$ cat src/rtl/adder_dly_pipe.sv
// -----------------------------------------------------------------------------
// adder_dly_pipe
//
// Purpose:
//   Clocked, synthesizable stand-in for a '#'-delayed adder. Each accepted
//   sample computes {co, sum} = a + b + ci at WIDTH+1 bits. The result is
//   presented exactly LAT clock cycles after the sample cycle. INERTIAL picks
//   the delay discipline:
//     0 = transport: every accepted sample comes out, one per cycle if needed.
//     1 = inertial : a sample comes out only if no newer sample replaces it
//                    before its delay runs out. Replaced samples are counted.
//
// Parameters:
//   WIDTH     operand / sum width (1..32)
//   LAT       sample-to-output delay in cycles (1..64)
//   INERTIAL  0 = transport, 1 = inertial
//
// Ports:
//   clk       rising-edge clock
//   rst_n     asynchronous active-low reset
//   in_vld    a, b, ci form a sample this cycle
//   a, b      operands (WIDTH bits)
//   ci        carry in
//   flush     synchronous discard of every in-flight / pending sample
//   out_vld   one-cycle pulse, a new result is on co/sum
//   sum       low WIDTH bits of the result, held between pulses
//   co        bit WIDTH of the result, held between pulses
//   drop_cnt  saturating count of samples replaced in inertial mode
// -----------------------------------------------------------------------------
module adder_dly_pipe #(
    parameter int WIDTH    = 4,
    parameter int LAT      = 12,
    parameter int INERTIAL = 0
) (
    input  logic             clk,
    input  logic             rst_n,
    input  logic             in_vld,
    input  logic [WIDTH-1:0] a,
    input  logic [WIDTH-1:0] b,
    input  logic             ci,
    input  logic             flush,
    output logic             out_vld,
    output logic [WIDTH-1:0] sum,
    output logic             co,
    output logic [7:0]       drop_cnt
);

    localparam int RW = WIDTH + 1;

    logic [RW-1:0] newRes;
    logic          accept;

    // Result and valid handed to the output registers on the coming edge.
    logic          launchVld;
    logic [RW-1:0] launchRes;
    logic          dropInc;

    logic          outVld_q;
    logic          outVld_d;
    logic [RW-1:0] outRes_q;
    logic [RW-1:0] outRes_d;
    logic [7:0]    dropCnt_q;
    logic [7:0]    dropCnt_d;

    // Full WIDTH+1 bit sum, so the carry out is never lost before the split.
    assign newRes = {1'b0, a} + {1'b0, b} + RW'(ci);

    // A sample presented together with flush is ignored.
    assign accept = in_vld & ~flush;

    generate
        if (LAT == 1) begin : gDirect
            // One cycle of delay is just the output register itself. An
            // inertial sample can never be replaced within zero waiting
            // cycles, so both disciplines reduce to this path.
            assign launchVld = accept;
            assign launchRes = newRes;
            assign dropInc   = 1'b0;
        end else if (INERTIAL != 0) begin : gInertial
            localparam int TW = 7;

            logic          pend_q;
            logic          pend_d;
            logic [RW-1:0] pendRes_q;
            logic [RW-1:0] pendRes_d;
            logic [TW-1:0] timer_q;
            logic [TW-1:0] timer_d;
            logic          expire;

            // The timer holds the number of edges still to pass before the
            // edge that launches the pending result. Loading LAT-1 on the
            // accepting edge makes that launch edge the end of cycle
            // c+LAT-1, so the pulse is seen in cycle c+LAT.
            assign expire = pend_q && (timer_q == TW'(1));

            // Pending-slot next state. A sample arriving while pending
            // (including the launch cycle itself) replaces the stored result
            // and suppresses its launch. A sample arriving in the cycle the
            // pulse is visible finds the slot already idle and is no drop.
            always_comb begin
                pend_d    = pend_q;
                pendRes_d = pendRes_q;
                timer_d   = timer_q;
                launchVld = 1'b0;
                launchRes = pendRes_q;
                dropInc   = 1'b0;
                if (flush) begin
                    pend_d  = 1'b0;
                    timer_d = '0;
                end else if (in_vld) begin
                    pend_d    = 1'b1;
                    pendRes_d = newRes;
                    timer_d   = TW'(LAT - 1);
                    dropInc   = pend_q;
                end else if (pend_q) begin
                    if (expire) begin
                        launchVld = 1'b1;
                        pend_d    = 1'b0;
                        timer_d   = '0;
                    end else begin
                        timer_d = timer_q - TW'(1);
                    end
                end
            end

            // Pending slot and its down-counter.
            always_ff @(posedge clk or negedge rst_n) begin
                if (!rst_n) begin
                    pend_q    <= 1'b0;
                    pendRes_q <= '0;
                    timer_q   <= '0;
                end else begin
                    pend_q    <= pend_d;
                    pendRes_q <= pendRes_d;
                    timer_q   <= timer_d;
                end
            end
        end else begin : gTransport
            // LAT-1 stages ahead of the output register; together with the
            // output register the line is exactly LAT deep.
            localparam int PD = LAT - 1;

            assign dropInc = 1'b0;

            for (genvar s = 0; s < PD; s++) begin : gStage
                logic          vld_q;
                logic [RW-1:0] res_q;
                logic          srcVld;
                logic [RW-1:0] srcRes;

                if (s == 0) begin : gHead
                    assign srcVld = accept;
                    assign srcRes = newRes;
                end else begin : gBody
                    assign srcVld = gStage[s-1].vld_q & ~flush;
                    assign srcRes = gStage[s-1].res_q;
                end

                // One stage of the shift line; flush empties every stage.
                always_ff @(posedge clk or negedge rst_n) begin
                    if (!rst_n) begin
                        vld_q <= 1'b0;
                        res_q <= '0;
                    end else begin
                        vld_q <= srcVld;
                        res_q <= srcRes;
                    end
                end
            end

            assign launchVld = gStage[PD-1].vld_q;
            assign launchRes = gStage[PD-1].res_q;
        end
    endgenerate

    // Output stage: the pulse lasts one cycle, the result is captured only
    // with a pulse so sum/co hold in between, and flush blocks any launch.
    always_comb begin
        outVld_d  = launchVld & ~flush;
        outRes_d  = outRes_q;
        dropCnt_d = dropCnt_q;
        if (launchVld && !flush) begin
            outRes_d = launchRes;
        end
        if (dropInc && (dropCnt_q != 8'hFF)) begin
            dropCnt_d = dropCnt_q + 8'd1;
        end
    end

    // Registered outputs.
    always_ff @(posedge clk or negedge rst_n) begin
        if (!rst_n) begin
            outVld_q  <= 1'b0;
            outRes_q  <= '0;
            dropCnt_q <= '0;
        end else begin
            outVld_q  <= outVld_d;
            outRes_q  <= outRes_d;
            dropCnt_q <= dropCnt_d;
        end
    end

    assign out_vld  = outVld_q;
    assign sum      = outRes_q[WIDTH-1:0];
    assign co       = outRes_q[WIDTH];
    assign drop_cnt = dropCnt_q;

endmodule

$ cat config.mk
export PLATFORM = sky130hd
export DESIGN_NAME = adder_dly_pipe
export DESIGN_NICKNAME = d
export VERILOG_FILES = /design/src/rtl/adder_dly_pipe.sv
export SDC_FILE = /design/constraint.sdc
export NUM_CORES = 1
export LEC_CHECK = 0
export BUFFER_PORTS_ARGS = -buffer_cell sky130_fd_sc_hd__buf_4
export CORE_MARGIN = 1
export CORE_UTILIZATION = 35
export DETAILED_ROUTE_END_ITERATION = 8
export GPL_ROUTABILITY_DRIVEN = 1
export PLACE_DENSITY_LB_ADDON = 0.05
export SETUP_SLACK_MARGIN = 0.15
export SYNTH_ARGS = -nofsm -noshare
export SYNTH_HDL_FRONTEND = slang
export SYNTH_SLANG_ARGS = --single-unit
$ cat constraint.sdc
create_clock -name clk -period 1.05 [get_ports clk]
set_input_delay 0.315 -clock clk [delete_from_list [all_inputs] [get_ports clk]]
set_output_delay 0.315 -clock clk [all_outputs]
set_load 0.005 [all_outputs]
==> qor.csv <==
stage,metric,value,unit
finish,Fillers,540,
clock_network,worst skew pair latency,0.33,ns
detailed_routing,"wirelength, routed",2570,um
sta,Max Clk Rate,0.867,GHz
synth,largest area contributor in the netlist,dfrtp_1,
floorplan,I/O pin cnt,27,
synth,Seq cells post-synth,72,
critical_path,r2r setup slk,0,ns
pwr,Max IR drop VDD,678,uV
finish,Area growth syn-to-layout,25.5,%
global_routing,total grt overflow,0,
run,Max Cap Violations,0,
synth,top post-synthesis cells by area,"dfrtp_1 (83%), mux2_4 (3.5%), nor2b_1 (3.2%), buf_4 (2.8%), fa_1 (1.8%)",
critical_path,Critical Path RT,0.73,ns
detailed_routing,DRC Markers,0,
placement,PortBufs,18,
placement,GPL Wtd Cong,0.635,
detailed_routing,Routed WL per cell,10.9,um
synth,sequential-to-total area share from yosys stat,82.9,%
pwr,static leakage,1.33,nW
detailed_routing,Via Count,956,
placement,pre-CTS setup slack,-0.400,ns
finish,fin nets,174,
global_routing,largest net degree at the start of global routing,32,
critical_path,Critical Path Sink Type,output pin,
floorplan,# rows,28,
pwr,power per cell area,1950,mW/mm2
detailed_routing,1st-pass router iterations,4,
critical_path,Crit Path Max Fanout,2,
sta,skew final,0.00582,ns
floorplan,Die ar.,0.00653,mm2
finish,Register Area,0.00180,mm2
sta,RSZ-0062 raised after global routing,true,
synth,Yosys warnings,0,
clock_network,clock-pin slew on the worst setup and hold paths,0.07,ns
global_routing,first-pass GRT wire length,4580,um
clock_network,number of CTS-inserted buffers,9,
sta,final setup vio count,8,
floorplan,Die W,80.8,um
sta,max-slew violations,0,
critical_path,"CP delay by family, top",flip-flops,
sta,Hold Fails Final Rpt,0,
run_status,violated checks,setup timing,
critical_path,Worst path max stage delay,0.39,ns
detailed_routing,initial DRC count,24,
floorplan,core area,0.00596,mm2
critical_path,CP Cell Sequence,buf_6,
critical_path,Critical Path AT,0.84,ns
clock_network,CTS root buf,clkbuf_8,
sta,setup TNS,-0.596,ns
critical_path,Crit Path Class,reg2out,
critical_path,Setup crit start kind,flop,
placement,DPL Wire Length,1660,um
clock_network,H-tree depth,3,
detailed_routing,drt via density,4.07,
sta,fin crit share,110,%
floorplan,DIE HEIGHT,80.8,um
global_routing,vias in the first global route,1080,
floorplan,Initial Util,36.5,%
critical_path,CP bufs+invs,1,
clock_network,clk buf depth,2,
finish,area of the multi-input gates,332,um2
finish,utilization after layout,45.8,%
run_status,run status,finished with violations,
global_routing,GR Util All Layers,10.2,%
clock_network,clock sinks,72,
sta,setup ws final,-0.103,ns
critical_path,critical path's slowest cell,dfrtp_1,
sta,post-route minimum period,1.15,ns
clock_network,CTS tree,yes,
finish,share of layout cells above drive strength 1,35.6,%
global_routing,initial antenna violation count,0,
synth,mapped cell area,0.00217,mm2
synth,Mapped Avg Cell Area,18.7,um2
hold_path,Hold Crit Class,in2reg,
detailed_routing,DRT antenna net count,0,
finish,# diodes,0,
synth,Synth top area share,82.9,%
synth,Cells after Synth,116,
synth,distinct cell type count after synthesis,16,
routing by layer:
| layer | part of all wire [%] | vias to the layer above | GRT usage, % |
|---|---|---|---|
| met5 | 0 | - | 0 |
| met4 | 2.2 | 0 | 8.04 |
| met3 | 6.5 | 7 | 5.06 |
| met2 | 49 | 27 | 15.4 |
| met1 | 42 | 502 | 10.8 |
| li1 | - | 420 | - |
cells in the final DEF (no fill, tap or decap), types with 2 or more instances in the layout:
cell type / netlist / layout
dfrtp_1: 72 / 72
buf_4: 8 / 19
clkbuf_8: 0 / 11
nor2b_1: 11 / 10
buf_6: 1 / 9
conb_1: 1 / 8
mux2_4: 5 / 5
clkinv_2: 0 / 4
inv_1: 4 / 3
ha_1: 3 / 3
buf_12: 0 / 3
and2b_1: 2 / 2
fa_2: 0 / 2
cell type report:
type	instances	share of cell area, %
inverter	4	0.550
timing repair buffer	32	11.5
multi-input combinational	37	12.2
clock buffer	11	5.55
sequential	72	66.1
tap	75	3.44
clock inverter	4	0.734
stage by stage:
stage          instances  hold WS (ns)  cell area (um2)  total power, mW
3_3_place_gp         212         0.302             2450             3.49
6_report             235         0.187             2730             5.31
3_5_place_dp         212         0.308             2450             3.52
4_1_cts              232         0.170             2710             5.43
2_1_floorplan        123        0.0194             2220             3.34
5_1_grt              235         0.165             2730             5.59
kinds of logic after synthesis:
kind of cell    synth area share (%)
compound gates                 0.806
xor+xnor                       0.806
fa+ha+maj                       3.57
buf+inv                         4.14
flops                           82.9
mux                             3.45
other cells                    0.173
simple gates                    4.15
where the power goes:
part | internal [mW] | switching (mW)
registers | 3.14 | 0.0906
clock network | 0.955 | 0.895
logic | 0.119 | 0.118
total | 4.21 | 1.10
worst paths after layout:
path                                                           endpoint                               startpoint  cells after the start
worst max-delay path                                             sum[1]                  outRes_q[1]$_DFFE_PN0P_                      1
max in group asynchronous       gTransport.gStage[6].res_q[1]$_DFF_PN0_                                    rst_n                      3
worst min register to register  gTransport.gStage[1].res_q[3]$_DFF_PN0_  gTransport.gStage[0].res_q[3]$_DFF_PN0_                      0
worst max register to register                  outRes_q[0]$_DFFE_PN0P_    gTransport.gStage[10].vld_q$_DFF_PN0_                      2
min in group asynchronous                       outRes_q[0]$_DFFE_PN0P_                                    rst_n                      3
worst min-delay path                                  out_vld$_DFF_PN0_                                    flush                      2
sequential cells by signal, indices dropped and copies added, names as in the netlist:
name and cells:
out_vld 1, gTransport.gStage.srcRes 5, gTransport.gStage.res_q 50, outRes_q 5, gTransport.gStage.vld_q 11
cells in the mapped netlist:
cell and count:
dfrtp_1 72, nor2b_1 11, buf_4 8, mux2_4 5, inv_1 4, ha_1 3
and2b_1 2, fa_1 2, xnor2_1 2, a21o_1 1, a21oi_1 1, buf_6 1
clkbuf_1 1, conb_1 1, nand2b_1 1, o21ai_0 1
timing repair:
| item | CTS | global route |
|---|---|---|
| setup buffers | 4 | 3 |
| gates cloned | 0 | 0 |
| pin swaps | 4 | 1 |
| gates resized for setup | 10 | 0 |
| hold endpoints to repair | 72 | 0 |
| hold buffers | 1 | 0 |
| endpoints found under the setup margin | 15 | 15 |
No activity file was read; power rests on OpenSTA's default activity.
